==> src/rtl/spi_pkg.sv <==
`default_nettype none
// ============================================================================
//  Module      : spi_pkg
//  Description : Shared constants for the SPI slave register interface:
//                state encoding, default status byte and frame geometry.
//  Revision    : 1.0  initial release
// ============================================================================
package spi_pkg;

    // Byte presented on MISO while the command byte is being received
    localparam logic [7:0] c_STATUS_BYTE_DEFAULT = 8'hA5;

    // Frame geometry: three bytes of eight bits each
    localparam int unsigned c_BYTE_BITS   = 8;
    localparam int unsigned c_FRAME_BYTES = 3;

    // Bit-counter values (counter holds the number of bits already received)
    localparam logic [4:0] c_CMD_LAST   = 5'(c_BYTE_BITS - 1);
    localparam logic [4:0] c_DATA_LAST  = 5'(2 * c_BYTE_BITS - 1);
    localparam logic [4:0] c_TRAIL_LAST = 5'(3 * c_BYTE_BITS - 1);
    localparam logic [4:0] c_FRAME_BITS = 5'(c_FRAME_BYTES * c_BYTE_BITS);

    // Frame state machine encoding
    localparam logic [2:0] c_ST_IDLE    = 3'd0;
    localparam logic [2:0] c_ST_CMD     = 3'd1;
    localparam logic [2:0] c_ST_DATA    = 3'd2;
    localparam logic [2:0] c_ST_TRAIL   = 3'd3;
    localparam logic [2:0] c_ST_DONE    = 3'd4;
    localparam logic [2:0] c_ST_WAIT_CS = 3'd5;

endpackage : spi_pkg
`default_nettype wire

==> src/rtl/spi_sync.sv <==
`default_nettype none
// ============================================================================
//  Module      : spi_sync
//  Description : Two-flop synchronizer for one asynchronous SPI pin, followed
//                by a history flop that yields single-cycle rise/fall pulses
//                in the clk domain.
//  Revision    : 1.0  initial release
// ============================================================================
module spi_sync #(
    parameter logic RESET_VAL = 1'b0
) (
    input  logic clk,
    input  logic rst,
    input  logic async_i,
    output logic sync_o,
    output logic rise_o,
    output logic fall_o
);

    logic meta_q;
    logic sync_q;
    logic prev_q;

    // Resynchronise the pin and keep one cycle of history for edge detection
    always_ff @(posedge clk) begin
        if (rst) begin
            meta_q <= RESET_VAL;
            sync_q <= RESET_VAL;
            prev_q <= RESET_VAL;
        end else begin
            meta_q <= async_i;
            sync_q <= meta_q;
            prev_q <= sync_q;
        end
    end

    assign sync_o = sync_q;
    assign rise_o = sync_q & ~prev_q;
    assign fall_o = ~sync_q & prev_q;

endmodule : spi_sync
`default_nettype wire

==> src/rtl/spi_slave_regif.sv <==
`default_nettype none
// ============================================================================
//  Module      : spi_slave_regif
//  Description : SPI slave (SCLK idles low, MOSI sampled on falling edges,
//                MISO changed on rising edges, MSB first) that turns a
//                three-byte frame {rw,addr} / data / checksum into one-cycle
//                register read or write strobes in the clk domain.
//  Revision    : 1.0  initial release
// ============================================================================
module spi_slave_regif
    import spi_pkg::*;
#(
    parameter logic [7:0]  STATUS_BYTE = c_STATUS_BYTE_DEFAULT,
    parameter int unsigned MIN_HALF    = 4
) (
    input  logic       clk,
    input  logic       rst,
    input  logic       spi_clk,
    input  logic       spi_mosi,
    input  logic       spi_cs,
    output logic       spi_miso,
    output logic [6:0] reg_addr,
    output logic [7:0] reg_wdata,
    output logic       reg_we,
    output logic       reg_re,
    input  logic [7:0] reg_rdata,
    output logic       frame_err,
    output logic       busy
);

    // Read data arrives two cycles after the 8th falling edge is seen, so the
    // next rising edge must be at least that far away.
    if (MIN_HALF < 4) begin : g_min_half_check
        $error("spi_slave_regif: MIN_HALF must be at least 4");
    end

    // ------------------------------------------------------------------------
    // Pin synchronisation
    // ------------------------------------------------------------------------
    logic w_sclk_lvl, w_sclk_rise, w_sclk_fall;
    logic w_mosi,     w_mosi_rise, w_mosi_fall;
    logic w_cs_lvl,   w_cs_rise,   w_cs_fall;
    logic w_unused_sync;

    spi_sync #(.RESET_VAL(1'b0)) u_sync_sclk (
        .clk    (clk),
        .rst    (rst),
        .async_i(spi_clk),
        .sync_o (w_sclk_lvl),
        .rise_o (w_sclk_rise),
        .fall_o (w_sclk_fall)
    );

    spi_sync #(.RESET_VAL(1'b0)) u_sync_mosi (
        .clk    (clk),
        .rst    (rst),
        .async_i(spi_mosi),
        .sync_o (w_mosi),
        .rise_o (w_mosi_rise),
        .fall_o (w_mosi_fall)
    );

    spi_sync #(.RESET_VAL(1'b1)) u_sync_cs (
        .clk    (clk),
        .rst    (rst),
        .async_i(spi_cs),
        .sync_o (w_cs_lvl),
        .rise_o (w_cs_rise),
        .fall_o (w_cs_fall)
    );

    assign w_unused_sync = w_sclk_lvl ^ w_mosi_rise ^ w_mosi_fall ^ w_cs_lvl;

    // ------------------------------------------------------------------------
    // State and datapath registers
    // ------------------------------------------------------------------------
    logic [2:0] state_q, state_d;
    logic [4:0] cnt_q;
    logic [1:0] settle_q;
    logic [7:0] rx_q;
    logic [7:0] tx_q;
    logic [7:0] cmd_q;
    logic [7:0] byte1_q;
    logic       miso_q;
    logic [6:0] reg_addr_q;
    logic [7:0] reg_wdata_q;
    logic       reg_we_q;
    logic       reg_re_q;
    logic       rd_cap_q;
    logic       frame_err_q;

    logic       w_in_frame;
    logic       w_shifting;
    logic       w_settled;
    logic       w_start;
    logic [7:0] w_rx_byte;

    // A CS fall seen before the synchronizers have flushed after reset means
    // CS was already low: that frame is joined mid-way and must be ignored.
    assign w_settled = (settle_q == 2'd3);
    assign w_start   = (state_q == c_ST_IDLE) && w_cs_fall && w_settled;
    assign w_rx_byte = {rx_q[6:0], w_mosi};

    // State register
    always_ff @(posedge clk) begin
        if (rst) begin
            state_q <= c_ST_IDLE;
        end else begin
            state_q <= state_d;
        end
    end

    // Next-state logic; a CS rise overrides any SCLK edge in the same cycle
    always_comb begin
        state_d = state_q;
        case (state_q)
            c_ST_IDLE: begin
                if (w_cs_fall) begin
                    state_d = w_settled ? c_ST_CMD : c_ST_WAIT_CS;
                end
            end
            c_ST_CMD: begin
                if (w_cs_rise) begin
                    state_d = c_ST_IDLE;
                end else if (w_sclk_fall && (cnt_q == c_CMD_LAST)) begin
                    state_d = c_ST_DATA;
                end
            end
            c_ST_DATA: begin
                if (w_cs_rise) begin
                    state_d = c_ST_IDLE;
                end else if (w_sclk_fall && (cnt_q == c_DATA_LAST)) begin
                    state_d = c_ST_TRAIL;
                end
            end
            c_ST_TRAIL: begin
                if (w_cs_rise) begin
                    state_d = c_ST_IDLE;
                end else if (w_sclk_fall && (cnt_q == c_TRAIL_LAST)) begin
                    state_d = c_ST_DONE;
                end
            end
            c_ST_DONE, c_ST_WAIT_CS: begin
                if (w_cs_rise) begin
                    state_d = c_ST_IDLE;
                end
            end
            default: state_d = c_ST_IDLE;
        endcase
    end

    // State decode: which states belong to a live frame and which shift data
    always_comb begin
        w_in_frame = 1'b0;
        w_shifting = 1'b0;
        case (state_q)
            c_ST_CMD, c_ST_DATA, c_ST_TRAIL: begin
                w_in_frame = 1'b1;
                w_shifting = 1'b1;
            end
            c_ST_DONE: begin
                w_in_frame = 1'b1;
            end
            default: begin
                w_in_frame = 1'b0;
                w_shifting = 1'b0;
            end
        endcase
    end

    // Shifters, bit counter, strobes and MISO driver
    always_ff @(posedge clk) begin
        if (rst) begin
            settle_q    <= 2'd0;
            cnt_q       <= 5'd0;
            rx_q        <= 8'h00;
            tx_q        <= 8'h00;
            cmd_q       <= 8'h00;
            byte1_q     <= 8'h00;
            miso_q      <= 1'b0;
            reg_addr_q  <= 7'h00;
            reg_wdata_q <= 8'h00;
            reg_we_q    <= 1'b0;
            reg_re_q    <= 1'b0;
            rd_cap_q    <= 1'b0;
            frame_err_q <= 1'b0;
        end else begin
            reg_we_q    <= 1'b0;
            reg_re_q    <= 1'b0;
            frame_err_q <= 1'b0;
            rd_cap_q    <= reg_re_q;
            if (!w_settled) begin
                settle_q <= settle_q + 2'd1;
            end

            if (w_start) begin
                cnt_q  <= 5'd0;
                rx_q   <= 8'h00;
                tx_q   <= STATUS_BYTE;
                miso_q <= STATUS_BYTE[7];
            end else if (w_in_frame && w_cs_rise) begin
                miso_q      <= 1'b0;
                frame_err_q <= (cnt_q != 5'd0) && (cnt_q < c_FRAME_BITS);
            end else if (w_in_frame) begin
                // Read data is valid the cycle after reg_re; it becomes byte1
                if (rd_cap_q && w_shifting) begin
                    tx_q    <= reg_rdata;
                    byte1_q <= reg_rdata;
                end

                if (w_sclk_rise) begin
                    miso_q <= w_shifting ? tx_q[7] : 1'b0;
                end

                if (w_sclk_fall) begin
                    cnt_q <= (cnt_q == c_FRAME_BITS) ? cnt_q : cnt_q + 5'd1;
                end

                if (w_sclk_fall && w_shifting) begin
                    rx_q <= w_rx_byte;
                    tx_q <= {tx_q[6:0], 1'b0};
                    if (cnt_q == c_CMD_LAST) begin
                        cmd_q      <= w_rx_byte;
                        reg_addr_q <= w_rx_byte[6:0];
                        tx_q       <= 8'h00;
                        if (w_rx_byte[7]) begin
                            reg_re_q <= 1'b1;
                        end
                    end else if (cnt_q == c_DATA_LAST) begin
                        if (!cmd_q[7]) begin
                            reg_wdata_q <= w_rx_byte;
                            reg_we_q    <= 1'b1;
                            tx_q        <= cmd_q ^ w_rx_byte;
                        end else begin
                            tx_q <= cmd_q ^ byte1_q;
                        end
                    end else if (cnt_q == c_TRAIL_LAST) begin
                        tx_q <= 8'h00;
                    end
                end
            end else begin
                miso_q <= 1'b0;
            end
        end
    end

    assign spi_miso  = miso_q;
    assign reg_addr  = reg_addr_q;
    assign reg_wdata = reg_wdata_q;
    assign reg_we    = reg_we_q;
    assign reg_re    = reg_re_q;
    assign frame_err = frame_err_q;
    assign busy      = w_in_frame;

endmodule : spi_slave_regif
`default_nettype wire

==> config.mk <==
export PLATFORM = sky130hd
export DESIGN_NAME = spi_slave_regif
export DESIGN_NICKNAME = d
export VERILOG_FILES = /design/src/rtl/spi_pkg.sv /design/src/rtl/spi_sync.sv /design/src/rtl/spi_slave_regif.sv
export SDC_FILE = /design/constraint.sdc
export NUM_CORES = 1
export LEC_CHECK = 0
export ABC_AREA = 1
export BUFFER_PORTS_ARGS = -buffer_cell sky130_fd_sc_hd__buf_2
export CAP_MARGIN = 25
export CORE_ASPECT_RATIO = 1.4
export CORE_MARGIN = 5
export CORE_UTILIZATION = 35
export CTS_BUF_LIST = sky130_fd_sc_hd__clkbuf_4 sky130_fd_sc_hd__clkbuf_8 sky130_fd_sc_hd__clkbuf_16
export DETAILED_ROUTE_END_ITERATION = 6
export GPL_TIMING_DRIVEN = 1
export HOLD_SLACK_MARGIN = 0.05
export PLACE_DENSITY = 0.51
export SYNTH_ARGS = -nofsm -noshare
export SYNTH_HDL_FRONTEND = slang
export SYNTH_SLANG_ARGS = --single-unit
==> constraint.sdc <==
create_clock -name clk -period 5.5 [get_ports clk]
set_clock_uncertainty 0.05 [all_clocks]
set_input_delay 0.275 -clock clk [delete_from_list [all_inputs] [get_ports clk]]
set_output_delay 0.275 -clock clk [all_outputs]
set_load 0.01 [all_outputs]
==> impl_metrics.prom <==
# TYPE chip_impl_metric gauge
chip_impl_info{name="status",value="complete, no violations"} 1
chip_impl_metric{name="detail_route.wl_per_cell",unit="um"} 12.4
chip_impl_metric{name="p_per_area",unit="nW/um^2"} 354
chip_impl_metric{name="final_max_slew_violation_count",unit=""} 0
chip_impl_metric{name="slew_headroom",unit=""} 0.473
chip_impl_metric{name="cp.required",unit="ns"} 5.65
chip_impl_info{name="dominant_combinational_cell_family_by_area_after_synthesis",value="simple AND/OR/NAND/NOR gates"} 1
chip_impl_info{name="reg2reg_to",value="tx_q[7]"} 1
chip_impl_metric{name="worst_skew_pair.late_latency",unit="ns"} 0.33
chip_impl_metric{name="tritoncts.num_buffers",unit=""} 9
chip_impl_metric{name="synth_nets",unit=""} 432
chip_impl_metric{name="portBuffers",unit=""} 32
chip_impl_metric{name="post_synth_xor_area_fraction",unit=""} 0.00874
chip_impl_metric{name="cts-root-to-sink-buffers",unit=""} 2
chip_impl_info{name="timing.critical_path.from_type",value="flip-flop"} 1
chip_impl_metric{name="remaining_global_route_overflow",unit=""} 0
chip_impl_info{name="worstHoldPathType",value="in -> reg"} 1
chip_impl_metric{name="dieArea",unit="um^2"} 10600
chip_impl_metric{name="fin_cells",unit=""} 548
chip_impl_metric{name="number_of_cells_on_the_worst_reg_to_reg_path",unit=""} 11
chip_impl_metric{name="fp-row-count",unit=""} 40
chip_impl_metric{name="htree_num_levels",unit=""} 3
chip_impl_metric{name="number_of_clock_sinks",unit=""} 62
chip_impl_metric{name="antennaDiodeCount",unit=""} 0
chip_impl_metric{name="critPathArrivalTime",unit="ns"} 2.27
chip_impl_metric{name="synthesis_to_finish_area_growth",unit="%"} 15.5
chip_impl_metric{name="ys_warn_count",unit=""} 0
chip_impl_metric{name="grt_max_degree",unit=""} 29
chip_impl_metric{name="yosys-mux-area-fraction",unit=""} 0
chip_impl_metric{name="antenna_found_initial",unit=""} 0
chip_impl_info{name="cts_tree",value="done"} 1
chip_impl_metric{name="route.antenna.remaining_nets",unit=""} 0
chip_impl_metric{name="detailed_place_hpwl",unit="mm"} 5.06
chip_impl_metric{name="clk_pin_slew_worst_paths",unit="ns"} 0.05
chip_impl_metric{name="die_y",unit="um"} 120
chip_impl_metric{name="mappedNetlistArea",unit="um^2"} 3010
chip_impl_metric{name="min_period",unit="ns"} 2.11
chip_impl_info{name="clock_tree.root_cell",value="sky130_fd_sc_hd__clkbuf_16"} 1
chip_impl_metric{name="finalWeightedCongestion",unit=""} 0.775
chip_impl_metric{name="start_util",unit=""} 0.353
chip_impl_metric{name="ys_seq_elements",unit=""} 62
chip_impl_info{name="worstSetupEndpointType",value="flip-flop"} 1
chip_impl_metric{name="setup-tns-final",unit="ns"} 0
chip_impl_metric{name="post-synth-top-area-fraction",unit=""} 0.413
chip_impl_metric{name="synth_simple_gate_area_share",unit=""} 0.261
chip_impl_metric{name="final_layout_size_suffix_gt1_frac",unit=""} 0.169
chip_impl_metric{name="placed_cells",unit=""} 533
chip_impl_metric{name="critPathMaxFanout",unit=""} 10
chip_impl_metric{name="die-width",unit="um"} 88.3
chip_impl_info{name="startpoint_of_the_tightest_hold_check_path",value="spi_cs"} 1
chip_impl_info{name="timing.rr.start",value="cnt_q[1]"} 1
chip_impl_metric{name="final_period_util",unit=""} 0.384
chip_impl_metric{name="filler_cell_count",unit=""} 916
chip_impl_info{name="rsz0062_at_grt",value="false"} 1
chip_impl_metric{name="first_pass_grt_wire_length",unit="mm"} 11.5
chip_impl_info{name="most_common_cell_after_layout_fill_and_taps_aside",value="sky130_fd_sc_hd__nand2_1"} 1
chip_impl_metric{name="dr_total_vias",unit=""} 2536
chip_impl_metric{name="num_io_pins",unit=""} 33
chip_impl_info{name="worst_hold_path_endpoint",value="u_sync_cs.meta_q"} 1
chip_impl_metric{name="grt_usage",unit=""} 0.142
chip_impl_metric{name="first_global_vias",unit=""} 2418
chip_impl_info{name="most-common-layout-cells",value="sky130_fd_sc_hd__nand2_1, sky130_fd_sc_hd__dfxtp_1, sky130_fd_sc_hd__inv_1"} 1
chip_impl_metric{name="drt_drc_violations_left",unit=""} 0
chip_impl_metric{name="cts_post_setup_buffers_inserted",unit=""} 0
chip_impl_metric{name="seq_area_frac_synth",unit=""} 0.413
chip_impl_metric{name="worst_ir_drop_vdd",unit="mV"} 0.199
chip_impl_metric{name="worst_reg_to_reg_setup_slack",unit="ns"} 3.39
chip_impl_metric{name="dr_pass1_iterations",unit=""} 4
chip_impl_metric{name="report.final.hold_viol_count",unit=""} 0
chip_impl_info{name="synthTopCellsByArea",value="sky130_fd_sc_hd__dfxtp_1, sky130_fd_sc_hd__nand2_1, sky130_fd_sc_hd__o21ai_0, sky130_fd_sc_hd__inv_1, sky130_fd_sc_hd__a21oi_1"} 1
chip_impl_metric{name="avgSynthCellArea",unit="um^2"} 7.26
chip_impl_metric{name="post_cts_resized",unit=""} 0
chip_impl_metric{name="finalSetupViolations",unit=""} 0
chip_impl_metric{name="drt_iter0_drc",unit=""} 89
chip_impl_metric{name="synth-compound-area-share",unit=""} 0.178
chip_impl_metric{name="final_nets",unit=""} 457
chip_impl_metric{name="drv.max_cap_violation_count",unit=""} 0
chip_impl_metric{name="core_region",unit="um^2"} 8510
chip_impl_metric{name="yosys.area_share.adder",unit=""} 0.0208
chip_impl_metric{name="post_synth_num_cell_types",unit=""} 37
chip_impl_metric{name="postSynthCellCount",unit=""} 414
chip_impl_metric{name="worst-slew-pin-transition",unit="ns"} 0.789
chip_impl_metric{name="total_leakage_power",unit="nW"} 1.52
chip_impl_info{name="path_class",value="reg -> reg"} 1
chip_impl_info{name="synthDominantAreaCellType",value="sky130_fd_sc_hd__dfxtp_1"} 1
chip_impl_metric{name="post_cts_hold_buffer_count",unit=""} 0
chip_impl_metric{name="drt-vias-per-instance",unit=""} 4.63
chip_impl_metric{name="hold_path_depth",unit=""} 2
chip_impl_metric{name="detail_route.wirelength",unit="mm"} 6.82
chip_impl_metric{name="achievable-frequency",unit="GHz"} 0.473
per-layer routing:
| layer | GRT usage | up-vias | wire [um] |
|---|---|---|---|
| li1 | - | 1375 | - |
| met2 | 0.240 | 30 | 3430 |
| met1 | 0.161 | 1121 | 3020 |
| met5 | 0 | - | 0 |
| met3 | 0.0412 | 10 | 229 |
| met4 | 0.0624 | 0 | 143 |
synthesized netlist by cell type:
cell type / instances
sky130_fd_sc_hd__o21ai_0: 50
sky130_fd_sc_hd__o21ai_2: 1
sky130_fd_sc_hd__dfxtp_1: 62
sky130_fd_sc_hd__nand3_2: 2
sky130_fd_sc_hd__inv_2: 2
sky130_fd_sc_hd__o22ai_1: 1
sky130_fd_sc_hd__xor2_1: 2
sky130_fd_sc_hd__buf_6: 2
sky130_fd_sc_hd__buf_2: 5
sky130_fd_sc_hd__nand3_4: 1
sky130_fd_sc_hd__a21oi_2: 1
sky130_fd_sc_hd__o21ai_1: 9
sky130_fd_sc_hd__nor2_8: 1
sky130_fd_sc_hd__xnor2_1: 1
sky130_fd_sc_hd__clkinv_1: 1
sky130_fd_sc_hd__inv_4: 1
sky130_fd_sc_hd__clkbuf_1: 1
sky130_fd_sc_hd__nor2_2: 1
sky130_fd_sc_hd__nor2_1: 49
sky130_fd_sc_hd__nor2_4: 6
sky130_fd_sc_hd__nor3_4: 1
sky130_fd_sc_hd__nand4_1: 1
sky130_fd_sc_hd__ha_1: 5
sky130_fd_sc_hd__or2_2: 2
sky130_fd_sc_hd__o211ai_1: 3
sky130_fd_sc_hd__nor3_1: 3
sky130_fd_sc_hd__nand2_4: 1
sky130_fd_sc_hd__buf_1: 2
sky130_fd_sc_hd__nand2_2: 5
sky130_fd_sc_hd__buf_4: 8
sky130_fd_sc_hd__nand4_4: 1
sky130_fd_sc_hd__inv_1: 56
sky130_fd_sc_hd__clkinv_4: 1
sky130_fd_sc_hd__a31o_2: 1
sky130_fd_sc_hd__a21oi_1: 37
sky130_fd_sc_hd__nand2_1: 68
sky130_fd_sc_hd__nand3_1: 20
cell families (layout without fill, tap and decap cells):
family	Yosys count	in the layout
AOI/OAI and AO/OA	103	103
xor gates and xnor gates	3	3
adders and majority gates	5	5
buffers and inverters	79	108
DFF	62	62
and+or+nand+nor	162	162
worst max-delay path: stages (launching register included):
cell	delay [ns]
sky130_fd_sc_hd__dfxtp_1	0.35
sky130_fd_sc_hd__ha_1	0.21
sky130_fd_sc_hd__nand2_2	0.10
sky130_fd_sc_hd__nor2_1	0.15
sky130_fd_sc_hd__ha_1	0.35
sky130_fd_sc_hd__clkinv_1	0.30
sky130_fd_sc_hd__nand3_1	0.16
sky130_fd_sc_hd__nand2_1	0.05
sky130_fd_sc_hd__nand2_1	0.05
sky130_fd_sc_hd__nand2_1	0.05
sky130_fd_sc_hd__a21oi_1	0.12
sky130_fd_sc_hd__nor2_1	0.05
cell type report:
type,count,area [um^2],area share
timing repair buffer,32,160,0.0461
clock inverter,4,47.5,0.0137
tap,105,131,0.0378
sequential,62,1240,0.357
clock buffer,11,246,0.0710
multi-input combinational,273,1410,0.406
inverter,61,236,0.0681
metrics by stage:
stage          worst slack (ns)  hold WS (ns)  power, mW  utilization  instance area, um^2
2_1_floorplan              3.67         0.329      0.643            -                 3010
3_3_place_gp               3.46         0.341      0.682        0.374                 3180
3_5_place_dp               3.37         0.344      0.683        0.374                 3180
4_1_cts                    3.36        0.0673       1.25        0.408                 3470
5_1_grt                    3.15        0.0737       1.30        0.408                 3470
6_report                   3.39        0.0769       1.23        0.408                 3470
registers in the layout, summed over array words and instances (netlist names), 2 cells and up:
name	count
rx_q	7
byte1_q	8
state_q	3
reg_wdata	8
settle_q	2
cnt_q	5
cmd_q	8
tx_q	8
report_power, final:
group	leakage (nW)	switching [mW]	internal, mW	total, mW
combinational	0.869	0.120	0.0653	0.185
sequential	0.502	0.0190	0.468	0.487
clock	0.145	0.193	0.363	0.556
total	1.52	0.332	0.897	1.23
worst max-delay path by stage:
stage                   from       to  slack [ns]  cells past startpoint
detailed placement  cnt_q[1]  tx_q[7]        3.37                     11
global placement    cnt_q[0]  tx_q[7]        3.46                     11
global route        cnt_q[1]  tx_q[7]        3.15                     11
finish              cnt_q[1]  tx_q[7]        3.39                     11
CTS                 cnt_q[1]  tx_q[7]        3.36                     11
floorplan           cnt_q[0]  tx_q[7]        3.67                     11
Power figures use the tool's default switching activity.
